## config.mk

```make
export PLATFORM = sky130hd
export DESIGN_NAME = centroid_div_sched_flat
export DESIGN_NICKNAME = d
export VERILOG_FILES = /design/src/rtl/centroid_div_sched_if.sv /design/src/rtl/centroid_div_sched.sv /design/src/flat_wrapper.sv
export SDC_FILE = /design/constraint.sdc
export NUM_CORES = 1
export LEC_CHECK = 0
export BUFFER_PORTS_ARGS = -buffer_cell sky130_fd_sc_hd__buf_2
export CAP_MARGIN = 25
export CORE_UTILIZATION = 40
export DETAILED_ROUTE_END_ITERATION = 7
export GPL_TIMING_DRIVEN = 0
export PLACE_DENSITY = 0.58
export SLEW_MARGIN = 0
export SYNTH_ARGS = -nofsm -noshare
export SYNTH_HDL_FRONTEND = slang
export SYNTH_SLANG_ARGS = --single-unit
export TNS_END_PERCENT = 20
```

## constraint.sdc

```tcl
create_clock -name clk -period 2.7 [get_ports clk]
set_clock_uncertainty 0.1 [all_clocks]
set_input_delay 0.675 -clock clk [delete_from_list [all_inputs] [get_ports clk]]
set_output_delay 0.675 -clock clk [all_outputs]
set_load 0.01 [all_outputs]
```

## src/rtl/centroid_div_sched_if.sv

```systemverilog
// ---------------------------------------------------------------------------
// centroid_div_sched_if
// Signal bundle between the coordinate accumulators / tracking logic and the
// centroid divide scheduler.
//   master : drives enable, frame_done, total_count, x_sum, y_sum and
//            receives the centroid results and status flags.
//   slave  : the scheduler itself (centroid_div_sched).
// Ports of the bundle:
//   enable          block enable, low = synchronous abort/clear
//   frame_done      one-cycle end-of-frame pulse, sums valid in that cycle
//   total_count     matched-pixel count (divisor)
//   x_sum / y_sum   coordinate sums (dividends)
//   x_position      registered centroid x
//   y_position      registered centroid y
//   position_valid  one-cycle pulse when positions update
//   no_object       1 = last published frame had zero matched pixels
//   busy            high whenever the scheduler is not idle
//   frame_overrun   one-cycle pulse when frame_done arrives while busy
// ---------------------------------------------------------------------------
interface centroid_div_sched_if #(
  parameter int INPUT_WIDTH = 11,
  parameter int COUNT_WIDTH = 19,
  parameter int SUM_WIDTH   = 27
);
  logic                   enable;
  logic                   frame_done;
  logic [COUNT_WIDTH-1:0] total_count;
  logic [SUM_WIDTH-1:0]   x_sum;
  logic [SUM_WIDTH-1:0]   y_sum;
  logic [INPUT_WIDTH-1:0] x_position;
  logic [INPUT_WIDTH-1:0] y_position;
  logic                   position_valid;
  logic                   no_object;
  logic                   busy;
  logic                   frame_overrun;

  modport master (
    output enable, frame_done, total_count, x_sum, y_sum,
    input  x_position, y_position, position_valid, no_object, busy,
           frame_overrun
  );

  modport slave (
    input  enable, frame_done, total_count, x_sum, y_sum,
    output x_position, y_position, position_valid, no_object, busy,
           frame_overrun
  );
endinterface

```

## src/rtl/centroid_div_sched.sv

```systemverilog
// ---------------------------------------------------------------------------
// centroid_div_sched
// Computes the object centroid at every end of frame by time-sharing one
// serial restoring divider: x_sum / total_count first, then
// y_sum / total_count, one quotient bit per clock, MSB first.
// Ports:
//   clk      system clock, rising edge
//   aresetn  synchronous active-low reset (takes priority over enable)
//   bus      centroid_div_sched_if.slave (inputs, results, status)
// Latency: frame_done sampled at edge E0 -> position_valid high after edge
// E0 + 2*SUM_WIDTH + 1. A zero pixel count skips the divide and reports
// no_object one edge later while holding the previous position.
// ---------------------------------------------------------------------------
module centroid_div_sched #(
  parameter int INPUT_WIDTH = 11,
  parameter int COUNT_WIDTH = 19,
  parameter int SUM_WIDTH   = 27
) (
  input logic                 clk,
  input logic                 aresetn,
  centroid_div_sched_if.slave bus
);

  localparam int ITER_WIDTH = $clog2(SUM_WIDTH);
  localparam logic [ITER_WIDTH-1:0] LAST_ITER = ITER_WIDTH'(SUM_WIDTH - 1);

  typedef enum logic [1:0] {
    IDLE,
    DIV_X,
    DIV_Y,
    DONE
  } state_t;

  state_t                 state;
  logic [ITER_WIDTH-1:0]  iter;
  logic [COUNT_WIDTH-1:0] divisor;
  logic [SUM_WIDTH-1:0]   dividend;   // shifts left, MSB feeds the remainder
  logic [SUM_WIDTH-1:0]   y_hold;     // y_sum snapshot waiting for its turn
  logic [SUM_WIDTH-1:0]   quotient;
  logic [COUNT_WIDTH:0]   rem;        // one extra bit so the shift never overflows
  logic [INPUT_WIDTH-1:0] x_res;
  logic [INPUT_WIDTH-1:0] y_res;
  logic                   zero_count;

  // One restoring-division step, shared by both axes.
  logic [COUNT_WIDTH:0]   rem_shift;
  logic [COUNT_WIDTH:0]   rem_next;
  logic                   q_bit;
  logic [SUM_WIDTH-1:0]   quo_next;

  // NOTE: every signal driven here is assigned on every path through the
  // block, so no latch can be inferred.
  always_comb begin
    rem_shift = {rem[COUNT_WIDTH-1:0], dividend[SUM_WIDTH-1]};
    q_bit     = (rem_shift >= {1'b0, divisor});
    rem_next  = q_bit ? (rem_shift - {1'b0, divisor}) : rem_shift;
    quo_next  = {quotient[SUM_WIDTH-2:0], q_bit};
  end

  // Clamp a full-width quotient into the output coordinate range.
  function automatic logic [INPUT_WIDTH-1:0] saturate(
    input logic [SUM_WIDTH-1:0] q
  );
    if (|q[SUM_WIDTH-1:INPUT_WIDTH]) return '1;
    else                             return q[INPUT_WIDTH-1:0];
  endfunction

  // NOTE: all state and registered outputs use non-blocking assignments so
  // every register samples the pre-edge values, independent of statement order.
  always_ff @(posedge clk) begin
    if (!aresetn || !bus.enable) begin
      // Disable behaves exactly like reset: the in-flight divide is dropped.
      state              <= IDLE;
      iter               <= '0;
      divisor            <= '0;
      dividend           <= '0;
      y_hold             <= '0;
      quotient           <= '0;
      rem                <= '0;
      x_res              <= '0;
      y_res              <= '0;
      zero_count         <= 1'b0;
      bus.x_position     <= '0;
      bus.y_position     <= '0;
      bus.position_valid <= 1'b0;
      bus.no_object      <= 1'b0;
      bus.busy           <= 1'b0;
      bus.frame_overrun  <= 1'b0;
    end else begin
      bus.position_valid <= 1'b0;
      // A frame end outside IDLE is dropped; only flag it.
      bus.frame_overrun  <= bus.frame_done && (state != IDLE);

      case (state)
        IDLE: begin
          if (bus.frame_done) begin
            bus.busy <= 1'b1;
            if (bus.total_count != '0) begin
              divisor    <= bus.total_count;
              dividend   <= bus.x_sum;
              y_hold     <= bus.y_sum;
              quotient   <= '0;
              rem        <= '0;
              iter       <= LAST_ITER;
              zero_count <= 1'b0;
              state      <= DIV_X;
            end else begin
              zero_count <= 1'b1;
              state      <= DONE;
            end
          end
        end

        DIV_X: begin
          rem      <= rem_next;
          quotient <= quo_next;
          dividend <= {dividend[SUM_WIDTH-2:0], 1'b0};
          iter     <= iter - ITER_WIDTH'(1);
          if (iter == '0) begin
            // Last x bit resolved: park the result and restart on y.
            x_res    <= saturate(quo_next);
            dividend <= y_hold;
            quotient <= '0;
            rem      <= '0;
            iter     <= LAST_ITER;
            state    <= DIV_Y;
          end
        end

        DIV_Y: begin
          rem      <= rem_next;
          quotient <= quo_next;
          dividend <= {dividend[SUM_WIDTH-2:0], 1'b0};
          iter     <= iter - ITER_WIDTH'(1);
          if (iter == '0) begin
            y_res <= saturate(quo_next);
            state <= DONE;
          end
        end

        DONE: begin
          bus.position_valid <= 1'b1;
          bus.no_object      <= zero_count;
          // An empty frame keeps the last known position.
          if (!zero_count) begin
            bus.x_position <= x_res;
            bus.y_position <= y_res;
          end
          bus.busy <= 1'b0;
          state    <= IDLE;
        end

        default: state <= IDLE;
      endcase
    end
  end

endmodule
```

## src/flat_wrapper.sv

```systemverilog
// flat-port wrapper written by rule: the top's interface ports become plain ports
module centroid_div_sched_flat 
#(
  parameter int INPUT_WIDTH = 11,
  parameter int COUNT_WIDTH = 19,
  parameter int SUM_WIDTH   = 27
)
  (clk, aresetn, bus_enable, bus_frame_done, bus_total_count, bus_x_sum, bus_y_sum, bus_x_position, bus_y_position, bus_position_valid, bus_no_object, bus_busy, bus_frame_overrun);
  centroid_div_sched_if #(.INPUT_WIDTH(INPUT_WIDTH), .COUNT_WIDTH(COUNT_WIDTH), .SUM_WIDTH(SUM_WIDTH)) bus_i ();
  input logic clk;
  input logic aresetn;
  input wire logic [$bits(bus_i.enable)-1:0] bus_enable;
  input wire logic [$bits(bus_i.frame_done)-1:0] bus_frame_done;
  input wire logic [$bits(bus_i.total_count)-1:0] bus_total_count;
  input wire logic [$bits(bus_i.x_sum)-1:0] bus_x_sum;
  input wire logic [$bits(bus_i.y_sum)-1:0] bus_y_sum;
  output wire logic [$bits(bus_i.x_position)-1:0] bus_x_position;
  output wire logic [$bits(bus_i.y_position)-1:0] bus_y_position;
  output wire logic [$bits(bus_i.position_valid)-1:0] bus_position_valid;
  output wire logic [$bits(bus_i.no_object)-1:0] bus_no_object;
  output wire logic [$bits(bus_i.busy)-1:0] bus_busy;
  output wire logic [$bits(bus_i.frame_overrun)-1:0] bus_frame_overrun;
  assign bus_i.enable = bus_enable;
  assign bus_i.frame_done = bus_frame_done;
  assign bus_i.total_count = bus_total_count;
  assign bus_i.x_sum = bus_x_sum;
  assign bus_i.y_sum = bus_y_sum;
  assign bus_x_position = bus_i.x_position;
  assign bus_y_position = bus_i.y_position;
  assign bus_position_valid = bus_i.position_valid;
  assign bus_no_object = bus_i.no_object;
  assign bus_busy = bus_i.busy;
  assign bus_frame_overrun = bus_i.frame_overrun;
  centroid_div_sched #(.INPUT_WIDTH(INPUT_WIDTH), .COUNT_WIDTH(COUNT_WIDTH), .SUM_WIDTH(SUM_WIDTH)) u_core (.clk(clk), .aresetn(aresetn), .bus(bus_i));
endmodule
```

==> impl_metrics.csv <==
group,metric,value,unit
setup_path,crit_arrival,3.00,ns
job,cap_violations,0,
route,via_per_inst,5.26,
floorplan,die_y,141,µm
power,power_switching,1690,µW
power,power_frac_seq,0.438,
setup_path,end_kind,"flop",
yosys,synth_seq_area_share,0.451,
yosys,synth-main-ff-cell,"dfxtp_1",
route,drt_wl_total,20.7,mm
route,postRouteAntennaNets,0,
power,leakagePower,0.00362,µW
timing,hold_viol,0,
setup_path,crit_type,"flop to flop",
placed_design,dpl.hpwl,15.1,mm
timing,tightest_slew,0.768,ns
power,p_clk_frac,0.415,
timing,maxClockFrequency,366,MHz
timing,slew_viol_final,0,
route,drt_pre_antenna_iters,6,
yosys,syn_nets,1063,
timing,finalSetupTns,-0.0345,ns
finish,postLayoutCoreUtil,0.496,
yosys,syn_area,0.00773,mm²
setup_path,reg2reg_from,"u_core.dividend[26]$_SDFFE_PP0P_",
finish,layout.cells.most_common,"nand2_1",
power,irDropWorstVdd,0.000446,V
clocking,cts_buffer_depth,2,
timing,fin_hold_ws,0.352,ns
timing,relSlewSlack,0.488,
placed_design,postPlaceCellArea,0.00857,mm²
grt,grt_pass1_vias,6710,
setup_path,crit_required,2.96,ns
status,violations,"setup timing",
grt,track_usage,0.217,
setup_path,r2r_cells,11,
worst_hold_path,min_to,"u_core.bus.y_position[10]$_SDFFE_PP0P_",
route,vias,7160,
finish,final_cell_mix,"nand2_1, dfxtp_1, a21oi_1",
yosys,ys_seq_elements,174,
setup_path,reg2reg_to,"u_core.rem[18]$_SDFFE_PP0P_",
yosys,avgSynthCellArea,8.04,µm²
clocking,cts_tree,"built",
grt,overflow,0,
floorplan,coreArea,0.0188,mm²
status,outcome,"finished with violations",
route,wl_per_cell,15.2,µm
finish,area_growth,20.9,%
grt,grt_max_degree,20,
worst_hold_path,hold_path.class,"flop to flop",
timing,finalSetupViolCount,1,
clocking,clk_latency,0.43,ns
power,p_int,4410,µW
timing,setup_ws,-0.0345,ns
clocking,numClockSinks,174,
clocking,numCtsBuffers,17,
worst_hold_path,min_delay_path_depth,2,
timing,post-route-period-util,1.01,
finish,finalNetCount,1188,
route,drc,0,
timing,rsz0062_at_grt,"yes",
setup_path,crit_fanout,3,
finish,stdcell_area,0.00934,mm²
floorplan,io_pins,103,
clocking,htree_levels,4,
power,swShare,0.277,
floorplan,row_count,50,
floorplan,die_area,0.0199,mm²
placed_design,gp_congestion,0.848,
yosys,yosysUniqueCellTypes,53,
clocking,root_buffer,"clkbuf_16",
floorplan,die_w,141,µm
power,comb_power_share,0.147,
yosys,synth.yosys.warnings,0,
finish,drive_above_1_share,0.172,
grt,antenna_found_initial,2,
power,powerDensity,653,mW/mm²
clocking,cts_hold_buf,0,
route,initialDrtViolationCount,508,
setup_path,rrSetupSlack,-0.03,ns
yosys,syn_inst,961,
yosys,synth_edf_count,0,
floorplan,start_util,0.410,
grt,grt_pass1_wl,34.2,mm
timing,fin_crit,2.73,ns
worst_hold_path,worstHoldStart,"u_core.bus.y_position[10]$_SDFFE_PP0P_",
placed_design,portBuffers,102,
setup_path,start_kind,"flop",
yosys,synthArstFlopShare,0,
clocking,clkTransAtPathRegs,0.07,ns
synth_stat cells (2+ instances only):
cell type | n | area share
o211ai_1 | 2 | 0.0019
nand2_1 | 196 | 0.095
nor4_1 | 9 | 0.0073
a311oi_1 | 2 | 0.0023
a32oi_1 | 8 | 0.0091
o22ai_1 | 2 | 0.0016
o21ai_1 | 8 | 0.0052
and3_1 | 5 | 0.0040
a31oi_1 | 6 | 0.0049
xnor2_1 | 12 | 0.014
o21a_1 | 3 | 0.0029
and2_1 | 3 | 0.0024
a211oi_1 | 48 | 0.047
dfxtp_1 | 174 | 0.45
o31ai_1 | 2 | 0.0019
or3_1 | 4 | 0.0032
o21ai_0 | 15 | 0.0097
o2111ai_1 | 2 | 0.0023
clkbuf_1 | 57 | 0.028
nand4_1 | 5 | 0.0040
nor3_1 | 10 | 0.0065
nor2_1 | 84 | 0.041
a21o_1 | 2 | 0.0019
buf_1 | 4 | 0.0019
ha_1 | 24 | 0.039
nand2b_1 | 4 | 0.0032
a222oi_1 | 26 | 0.034
o21bai_1 | 2 | 0.0019
a21oi_1 | 119 | 0.077
mux2i_1 | 5 | 0.0065
nand3_1 | 55 | 0.036
nor2b_1 | 3 | 0.0024
a22o_1 | 3 | 0.0034
inv_1 | 30 | 0.015
buf_2 | 6 | 0.0039
xor2_1 | 4 | 0.0045
critical path, cell delays in order, from the launching register on:
cell       delay [ns]
dfxtp_2          0.33
inv_2            0.06
ha_4             0.17
fa_2             0.39
and2b_1          0.23
o2111ai_2        0.15
a21oi_2          0.23
buf_4            0.15
o21ai_2          0.08
a22o_1           0.20
or4_1            0.52
nand2_1          0.07
metal layers:
layer	routed length (µm)	global-route usage	up-vias
met4	254	0.0606	2
met3	1070	0.0493	18
met1	10500	0.313	3325
li1	-	-	3647
met2	8820	0.322	168
met5	13	0	-
stage by stage:
step | instances | power (µW) | setup WS (ns)
finish | 1360 | 6090 | -0.0345
detailed placement | 1324 | 3560 | -1.03
CTS | 1358 | 6130 | -0.111
global route | 1359 | 6360 | -0.120
global placement | 1323 | 3550 | -1.02
floorplan | 961 | 3290 | 0.00620
repair_timing:
item | in CTS | in global routing
pin swaps | 3 | 12
resized for setup | 27 | 22
setup endpoints to repair | 119 | 93
setup buffers | 3 | 3
state kept, by name (all words and copies together) (netlist names), 2 cells and up:
| signal | cells |
|---|---|
| u_core.bus.x_position | 11 |
| u_core.bus.y_position | 11 |
| u_core.dividend | 27 |
| u_core.divisor | 19 |
| u_core.iter | 5 |
| u_core.quotient | 26 |
| u_core.rem | 19 |
| u_core.state | 2 |
| u_core.x_res | 11 |
| u_core.y_hold | 27 |
| u_core.y_res | 11 |
cell type report:
type	instances	area [µm²]
antenna	1	2.50
buffer	65	288
clock buffer	20	457
clock inverter	12	155
fill	1901	9490
inverter	31	116
multi-input combinational	688	3940
sequential	174	3480
tap	260	325
timing repair buffer	109	568
power by group through the flow:
stage	clock network (µW)	logic, µW	registers (µW)
CTS	2580	876	2670
global placement	0	825	2730
floorplan	0	573	2720
finish	2530	894	2670
detailed placement	0	828	2730
global route	2690	990	2680
how the worst max path moves through the flow:
stage	depth (start not counted)	slack, ns	start	endpoint
after floorplan	10	0.006	u_core.dividend[26]$_SDFFE_PP0P_	u_core.rem[18]$_SDFFE_PP0P_
after global placement	9	-1.02	bus_total_count[10]	u_core.rem[11]$_SDFFE_PP0P_
after detailed placement	10	-1.03	bus_total_count[10]	u_core.rem[11]$_SDFFE_PP0P_
after CTS	8	-0.11	u_core.state[0]$_SDFFE_PP0P_	u_core.rem[18]$_SDFFE_PP0P_
after global routing	11	-0.12	u_core.dividend[26]$_SDFFE_PP0P_	u_core.rem[18]$_SDFFE_PP0P_
final	11	-0.03	u_core.dividend[26]$_SDFFE_PP0P_	u_core.rem[18]$_SDFFE_PP0P_
cell families (layout without fill, tap and decap cells):
kind of cell    Yosys count  count (layout)  share of synthesized area
mux                       5               5                    0.00648
other cells               0               1                          0
compound gates          256             256                      0.216
simple gates            386             386                      0.218
flops                   174             174                      0.451
fa+ha+maj                25              25                     0.0415
buf+inv                  99             237                     0.0495
xor+xnor                 16              16                     0.0181
(Power assumes the default switching activity.)
